### src/rtl/mem_access_unit_if.sv
// Request/response and data-memory bus bundle for the load/store unit.
// The unit connects through the slave modport; the CPU/memory side uses master.
interface mem_access_unit_if #(
  parameter int DATA_W = 8,
  parameter int ADDR_W = 8
);
  logic              req_valid;
  logic              req_ready;
  logic              req_write;
  logic [ADDR_W-1:0] req_base;
  logic [ADDR_W-1:0] req_offset;
  logic [DATA_W-1:0] req_wdata;
  logic              resp_valid;
  logic              resp_ready;
  logic [DATA_W-1:0] resp_rdata;
  logic              resp_fault;
  logic [ADDR_W-1:0] mem_address;
  logic [DATA_W-1:0] mem_write_data;
  logic              mem_write;
  logic              mem_read;
  logic [DATA_W-1:0] mem_read_data;

  modport slave (
    input  req_valid, req_write, req_base, req_offset, req_wdata,
    input  resp_ready, mem_read_data,
    output req_ready, resp_valid, resp_rdata, resp_fault,
    output mem_address, mem_write_data, mem_write, mem_read
  );

  modport master (
    output req_valid, req_write, req_base, req_offset, req_wdata,
    output resp_ready, mem_read_data,
    input  req_ready, resp_valid, resp_rdata, resp_fault,
    input  mem_address, mem_write_data, mem_write, mem_read
  );
endinterface

### src/rtl/mem_access_unit.sv
// Load/store unit: one base+offset memory access per request, fully registered outputs.
// Optional store write-protection above PROT_BASE is enabled by defining LSU_PROT_EN.
module mem_access_unit #(
  parameter int              DATA_W    = 8,
  parameter int              ADDR_W    = 8,
  parameter logic [ADDR_W-1:0] PROT_BASE = 'hF0
) (
  input  logic                  clk,
  input  logic                  rst_n,
  mem_access_unit_if.slave      bus
);

  typedef enum logic [1:0] {IDLE, ACCESS, RESP} state_t;

  state_t            state, state_nxt;
  logic              write_q, write_nxt;
  logic              req_ready_nxt;
  logic              resp_valid_nxt;
  logic [DATA_W-1:0] resp_rdata_nxt;
  logic              resp_fault_nxt;
  logic [ADDR_W-1:0] mem_address_nxt;
  logic [DATA_W-1:0] mem_write_data_nxt;
  logic              mem_write_nxt;
  logic              mem_read_nxt;
  logic [ADDR_W-1:0] ea;

  // Offset is two's complement; modular addition wraps the same way for either sign.
  function automatic logic [ADDR_W-1:0] eff_addr(input logic [ADDR_W-1:0] base,
                                                 input logic signed [ADDR_W-1:0] off);
    return base + $unsigned(off);
  endfunction

  assign ea = eff_addr(bus.req_base, bus.req_offset);

  always_comb begin
    state_nxt          = state;
    write_nxt          = write_q;
    resp_valid_nxt     = bus.resp_valid;
    resp_rdata_nxt     = bus.resp_rdata;
    resp_fault_nxt     = bus.resp_fault;
    mem_address_nxt    = bus.mem_address;
    mem_write_data_nxt = bus.mem_write_data;
    mem_write_nxt      = 1'b0;
    mem_read_nxt       = 1'b0;
    unique case (state)
      IDLE: begin
        if (bus.req_valid) begin
          mem_address_nxt    = ea;
          mem_write_data_nxt = bus.req_wdata;
          write_nxt          = bus.req_write;
`ifdef LSU_PROT_EN
          if (bus.req_write && (ea >= PROT_BASE)) begin
            // Protected store: skip the memory cycle and fault straight away.
            state_nxt      = RESP;
            resp_valid_nxt = 1'b1;
            resp_fault_nxt = 1'b1;
            resp_rdata_nxt = '0;
          end else begin
            mem_write_nxt = bus.req_write;
            mem_read_nxt  = !bus.req_write;
            state_nxt     = ACCESS;
          end
`else
          mem_write_nxt = bus.req_write;
          mem_read_nxt  = !bus.req_write;
          state_nxt     = ACCESS;
`endif
        end
      end
      ACCESS: begin
        resp_valid_nxt = 1'b1;
        resp_fault_nxt = 1'b0;
        resp_rdata_nxt = write_q ? '0 : bus.mem_read_data;
        state_nxt      = RESP;
      end
      RESP: begin
        if (bus.resp_ready) begin
          resp_valid_nxt = 1'b0;
          resp_fault_nxt = 1'b0;
          state_nxt      = IDLE;
        end
      end
      default: state_nxt = IDLE;
    endcase
    req_ready_nxt = (state_nxt == IDLE);
  end

  always_ff @(posedge clk or negedge rst_n) begin
    if (!rst_n) begin
      state              <= IDLE;
      write_q            <= 1'b0;
      bus.req_ready      <= 1'b1;
      bus.resp_valid     <= 1'b0;
      bus.resp_rdata     <= '0;
      bus.resp_fault     <= 1'b0;
      bus.mem_address    <= '0;
      bus.mem_write_data <= '0;
      bus.mem_write      <= 1'b0;
      bus.mem_read       <= 1'b0;
    end else begin
      state              <= state_nxt;
      write_q            <= write_nxt;
      bus.req_ready      <= req_ready_nxt;
      bus.resp_valid     <= resp_valid_nxt;
      bus.resp_rdata     <= resp_rdata_nxt;
      bus.resp_fault     <= resp_fault_nxt;
      bus.mem_address    <= mem_address_nxt;
      bus.mem_write_data <= mem_write_data_nxt;
      bus.mem_write      <= mem_write_nxt;
      bus.mem_read       <= mem_read_nxt;
    end
  end

endmodule

### src/flat_wrapper.sv
// flat-port wrapper written by rule: the top's interface ports become plain ports
module mem_access_unit_flat 
#(
  parameter int              DATA_W    = 8,
  parameter int              ADDR_W    = 8,
  parameter logic [ADDR_W-1:0] PROT_BASE = 'hF0
)
  (clk, rst_n, bus_req_valid, bus_req_write, bus_req_base, bus_req_offset, bus_req_wdata, bus_resp_ready, bus_mem_read_data, bus_req_ready, bus_resp_valid, bus_resp_rdata, bus_resp_fault, bus_mem_address, bus_mem_write_data, bus_mem_write, bus_mem_read);
  mem_access_unit_if #(.DATA_W(DATA_W), .ADDR_W(ADDR_W)) bus_i ();
  input  logic clk;
  input  logic rst_n;
  input wire logic [$bits(bus_i.req_valid)-1:0] bus_req_valid;
  input wire logic [$bits(bus_i.req_write)-1:0] bus_req_write;
  input wire logic [$bits(bus_i.req_base)-1:0] bus_req_base;
  input wire logic [$bits(bus_i.req_offset)-1:0] bus_req_offset;
  input wire logic [$bits(bus_i.req_wdata)-1:0] bus_req_wdata;
  input wire logic [$bits(bus_i.resp_ready)-1:0] bus_resp_ready;
  input wire logic [$bits(bus_i.mem_read_data)-1:0] bus_mem_read_data;
  output wire logic [$bits(bus_i.req_ready)-1:0] bus_req_ready;
  output wire logic [$bits(bus_i.resp_valid)-1:0] bus_resp_valid;
  output wire logic [$bits(bus_i.resp_rdata)-1:0] bus_resp_rdata;
  output wire logic [$bits(bus_i.resp_fault)-1:0] bus_resp_fault;
  output wire logic [$bits(bus_i.mem_address)-1:0] bus_mem_address;
  output wire logic [$bits(bus_i.mem_write_data)-1:0] bus_mem_write_data;
  output wire logic [$bits(bus_i.mem_write)-1:0] bus_mem_write;
  output wire logic [$bits(bus_i.mem_read)-1:0] bus_mem_read;
  assign bus_i.req_valid = bus_req_valid;
  assign bus_i.req_write = bus_req_write;
  assign bus_i.req_base = bus_req_base;
  assign bus_i.req_offset = bus_req_offset;
  assign bus_i.req_wdata = bus_req_wdata;
  assign bus_i.resp_ready = bus_resp_ready;
  assign bus_i.mem_read_data = bus_mem_read_data;
  assign bus_req_ready = bus_i.req_ready;
  assign bus_resp_valid = bus_i.resp_valid;
  assign bus_resp_rdata = bus_i.resp_rdata;
  assign bus_resp_fault = bus_i.resp_fault;
  assign bus_mem_address = bus_i.mem_address;
  assign bus_mem_write_data = bus_i.mem_write_data;
  assign bus_mem_write = bus_i.mem_write;
  assign bus_mem_read = bus_i.mem_read;
  mem_access_unit #(.DATA_W(DATA_W), .ADDR_W(ADDR_W), .PROT_BASE(PROT_BASE)) u_core (.clk(clk), .rst_n(rst_n), .bus(bus_i));
endmodule
### config.mk
export PLATFORM = sky130hd
export DESIGN_NAME = mem_access_unit_flat
export DESIGN_NICKNAME = d
export VERILOG_FILES = /design/src/rtl/mem_access_unit_if.sv /design/src/rtl/mem_access_unit.sv /design/src/flat_wrapper.sv
export SDC_FILE = /design/constraint.sdc
export NUM_CORES = 1
export LEC_CHECK = 0
export ABC_AREA = 1
export CAP_MARGIN = 5
export CORE_UTILIZATION = 40
export CTS_BUF_LIST = sky130_fd_sc_hd__clkbuf_16
export DETAILED_ROUTE_END_ITERATION = 6
export GPL_TIMING_DRIVEN = 0
export PLACE_DENSITY = 0.77
export SETUP_SLACK_MARGIN = 0.02
export SLEW_MARGIN = 20
export SYNTH_ARGS = -nofsm -noshare
export SYNTH_HDL_FRONTEND = slang
export SYNTH_SLANG_ARGS = --single-unit
### constraint.sdc
create_clock -name clk -period 3.6 [get_ports clk]
set_clock_uncertainty 0.15 [all_clocks]
set_input_delay 1.08 -clock clk [delete_from_list [all_inputs] [get_ports clk]]
set_output_delay 1.08 -clock clk [all_outputs]
set_load 0.005 [all_outputs]
==> out/qor.csv <==
metric,value,unit
startpoint_type,primary input,
syn_area_per_cell,8.43,um^2
num_rows,22,
cts_setup_buffers,0,
gp_congestion,0.781,
firstDrtPassIters,6,
ir_worst_vdd,0.275,mV
antenna_found_initial,0,
synth-async-reset-ratio,1.00,
maxCapViolCount,0,
fin_hold_ws,0.325,ns
core,3660,um^2
wirelength,3.17,mm
io_pins,66,
cellLeakagePower,1.16,nW
path_class,primary input to flop,
rr_startpoint,u_core.state[1],
yosysMostFrequentCell,nand2_1,
final.period_utilization,0.743,
cts_tree,built,
overflow,0,
clkLatencyLatePin,0.27,ns
setup_viol,0,
clkSlewWorstSetupHoldPaths,0.05,ns
dp_hpwl,2.43,mm
maxSlewHeadroom,0.563,
finalNetCount,297,
start_util,0.417,
syn_area,1530,um^2
htreeDepth,2,
area_growth,54.5,%
clockBufferDepth,2,
rrSetupSlack,2.38,ns
fmax,374,MHz
cts.sinks,31,
cts_hold_buf,0,
rsz0062_at_grt,false,
die-area,4070,um^2
crit_fanout,2,
diodes,0,
drcViolationCount,0,
grt_start_max_net_pins,32,
crit_path_end_kind,flop,
syn_inst,181,
hold_path_startpoint,u_core.bus.mem_address[7],
avgViaCountPerCell,4.66,
arrival,2.69,ns
drtIter0Drc,77,
drive_above_1_share,0.0791,
cts_buffers,5,
groute.usage.overall,0.176,
worst-slew-pin-transition,0.655,ns
power.density,696,nW/um^2
wire_per_inst,10.5,um
dominantRegCellSynth,dfrtp_1,
total_power,1.64,mW
ys_seq_area_frac,0.509,
root_buffer,clkbuf_16,
drt.antenna.violating_nets,0,
tns,0,ns
syn-num-nets,226,
die_w,63.8,um
final.min_clock_period,2.68,ns
hold_violations,0,
synth_top_area_frac,0.492,
grt_pass1_wl,5.49,mm
num_vias,1404,
synth_enable_flop_cells,0,
numPortBuffers,64,
hp-class,flop to flop,
ys_top_cells_by_count,"nand2_1, dfrtp_1, nand3_1, inv_1",
synthTopCellsByArea,"dfrtp_1, nand2_1, ha_1",
outcome,completed,
ys_ff_latch,31,
yosysWarnings,0,
cts_resized,0,
worstSetupStartpoint,bus_req_offset[0],
yosysTopAreaCell,dfrtp_1,
grt_pass1_vias,1274,
yosysUniqueCellTypes,27,
final-max-slew-violation-count,0,
required,3.61,ns
die_y,63.8,um
[worst max-delay path, cell delays in order]
cell	delay, ns
clkdlybuf4s50_1	0.46
ha_1	0.19
inv_1	0.06
fa_1	0.40
inv_1	0.07
nand2_1	0.05
nand2_1	0.07
nand3b_1	0.10
nand2_1	0.07
nand2_1	0.04
nand3_1	0.06
nand2_1	0.05
[path summary, 6_finish.rpt]
kind	depth (start not counted)	to
max reg2reg	5	u_core.bus.mem_address[5]
min in group asynchronous	1	u_core.bus.mem_read
min	2	u_core.bus.mem_address[7]
max in group asynchronous	1	u_core.bus.resp_valid
min reg2reg	2	u_core.bus.mem_address[7]
max	12	u_core.bus.mem_address[6]
[state kept, by name, indices dropped and copies added (netlist names)]
| name | flops |
|---|---|
| u_core.write_q | 1 |
| u_core.bus.req_ready | 1 |
| u_core.bus.mem_read | 1 |
| u_core.bus.mem_address | 8 |
| u_core.bus.mem_write | 1 |
| u_core.bus.resp_valid | 1 |
| u_core.bus.resp_rdata | 8 |
| u_core.bus.mem_write_data | 8 |
| u_core.state | 2 |
[report_power, final]
part / internal, mW / leakage [nW] / switching [mW]
logic: 0.390 / 0.706 / 0.284
clock network: 0.247 / 0.0701 / 0.130
registers: 0.511 / 0.388 / 0.0812
total: 1.15 / 1.16 / 0.495
[cell type report]
type | instances | area [um^2]
fillers | 317 | 1300
flip-flops and latches | 31 | 777
multi-input cells | 128 | 643
repair buffers | 64 | 636
clock buffers | 5 | 125
inverters | 16 | 65.1
well taps | 48 | 60.1
plain buffers | 6 | 41.3
clock inverters | 3 | 11.3
[metrics by stage]
stage / cells / cell area [um^2] / setup WS [ns] / utilization
floorplan: 181 / 1530 / 1.24 / -
global placement: 293 / 2230 / 0.664 / 0.608
detailed placement: 293 / 2220 / 0.641 / 0.607
CTS: 301 / 2360 / 0.922 / 0.644
global route: 301 / 2360 / 0.794 / 0.644
finish: 301 / 2360 / 0.924 / 0.644
[cells in the final DEF, fill, tap and decap left out]
cell and count:
o21ai_1 5, clkbuf_2 1, nand3_1 17, a21oi_2 1, buf_4 2, xnor2_1 1, dfrtp_1 30, clkinv_1 3
conb_1 1, nand2_2 2, buf_6 1, o21ai_0 9, dfstp_2 1, xor2_1 1, or2_4 1, or2_1 1
and2_4 1, inv_1 15, inv_6 1, fa_1 1, nor2_1 9, nand2_1 65, buf_2 3, nand3b_1 2
clkdlybuf4s50_1 63, ha_1 7, nor2_2 1, a21oi_1 3, clkbuf_16 5
[per-layer routing]
metal,track usage,vias to the layer above,share of wire
met5,0,-,0
met4,0.0938,0,0.023
met3,0.0500,7,0.071
met2,0.293,50,0.48
met1,0.205,634,0.42
li1,-,713,-
[logic make-up after synthesis]
logic type,after synthesis,share of synthesized area
simple gates,99,0.275
flops,31,0.509
buf+inv,22,0.0697
compound gates,18,0.0615
fa+ha+maj,8,0.0705
xor+xnor,2,0.0115
other cells,1,0.00246
Power figures use the tool's default switching activity.
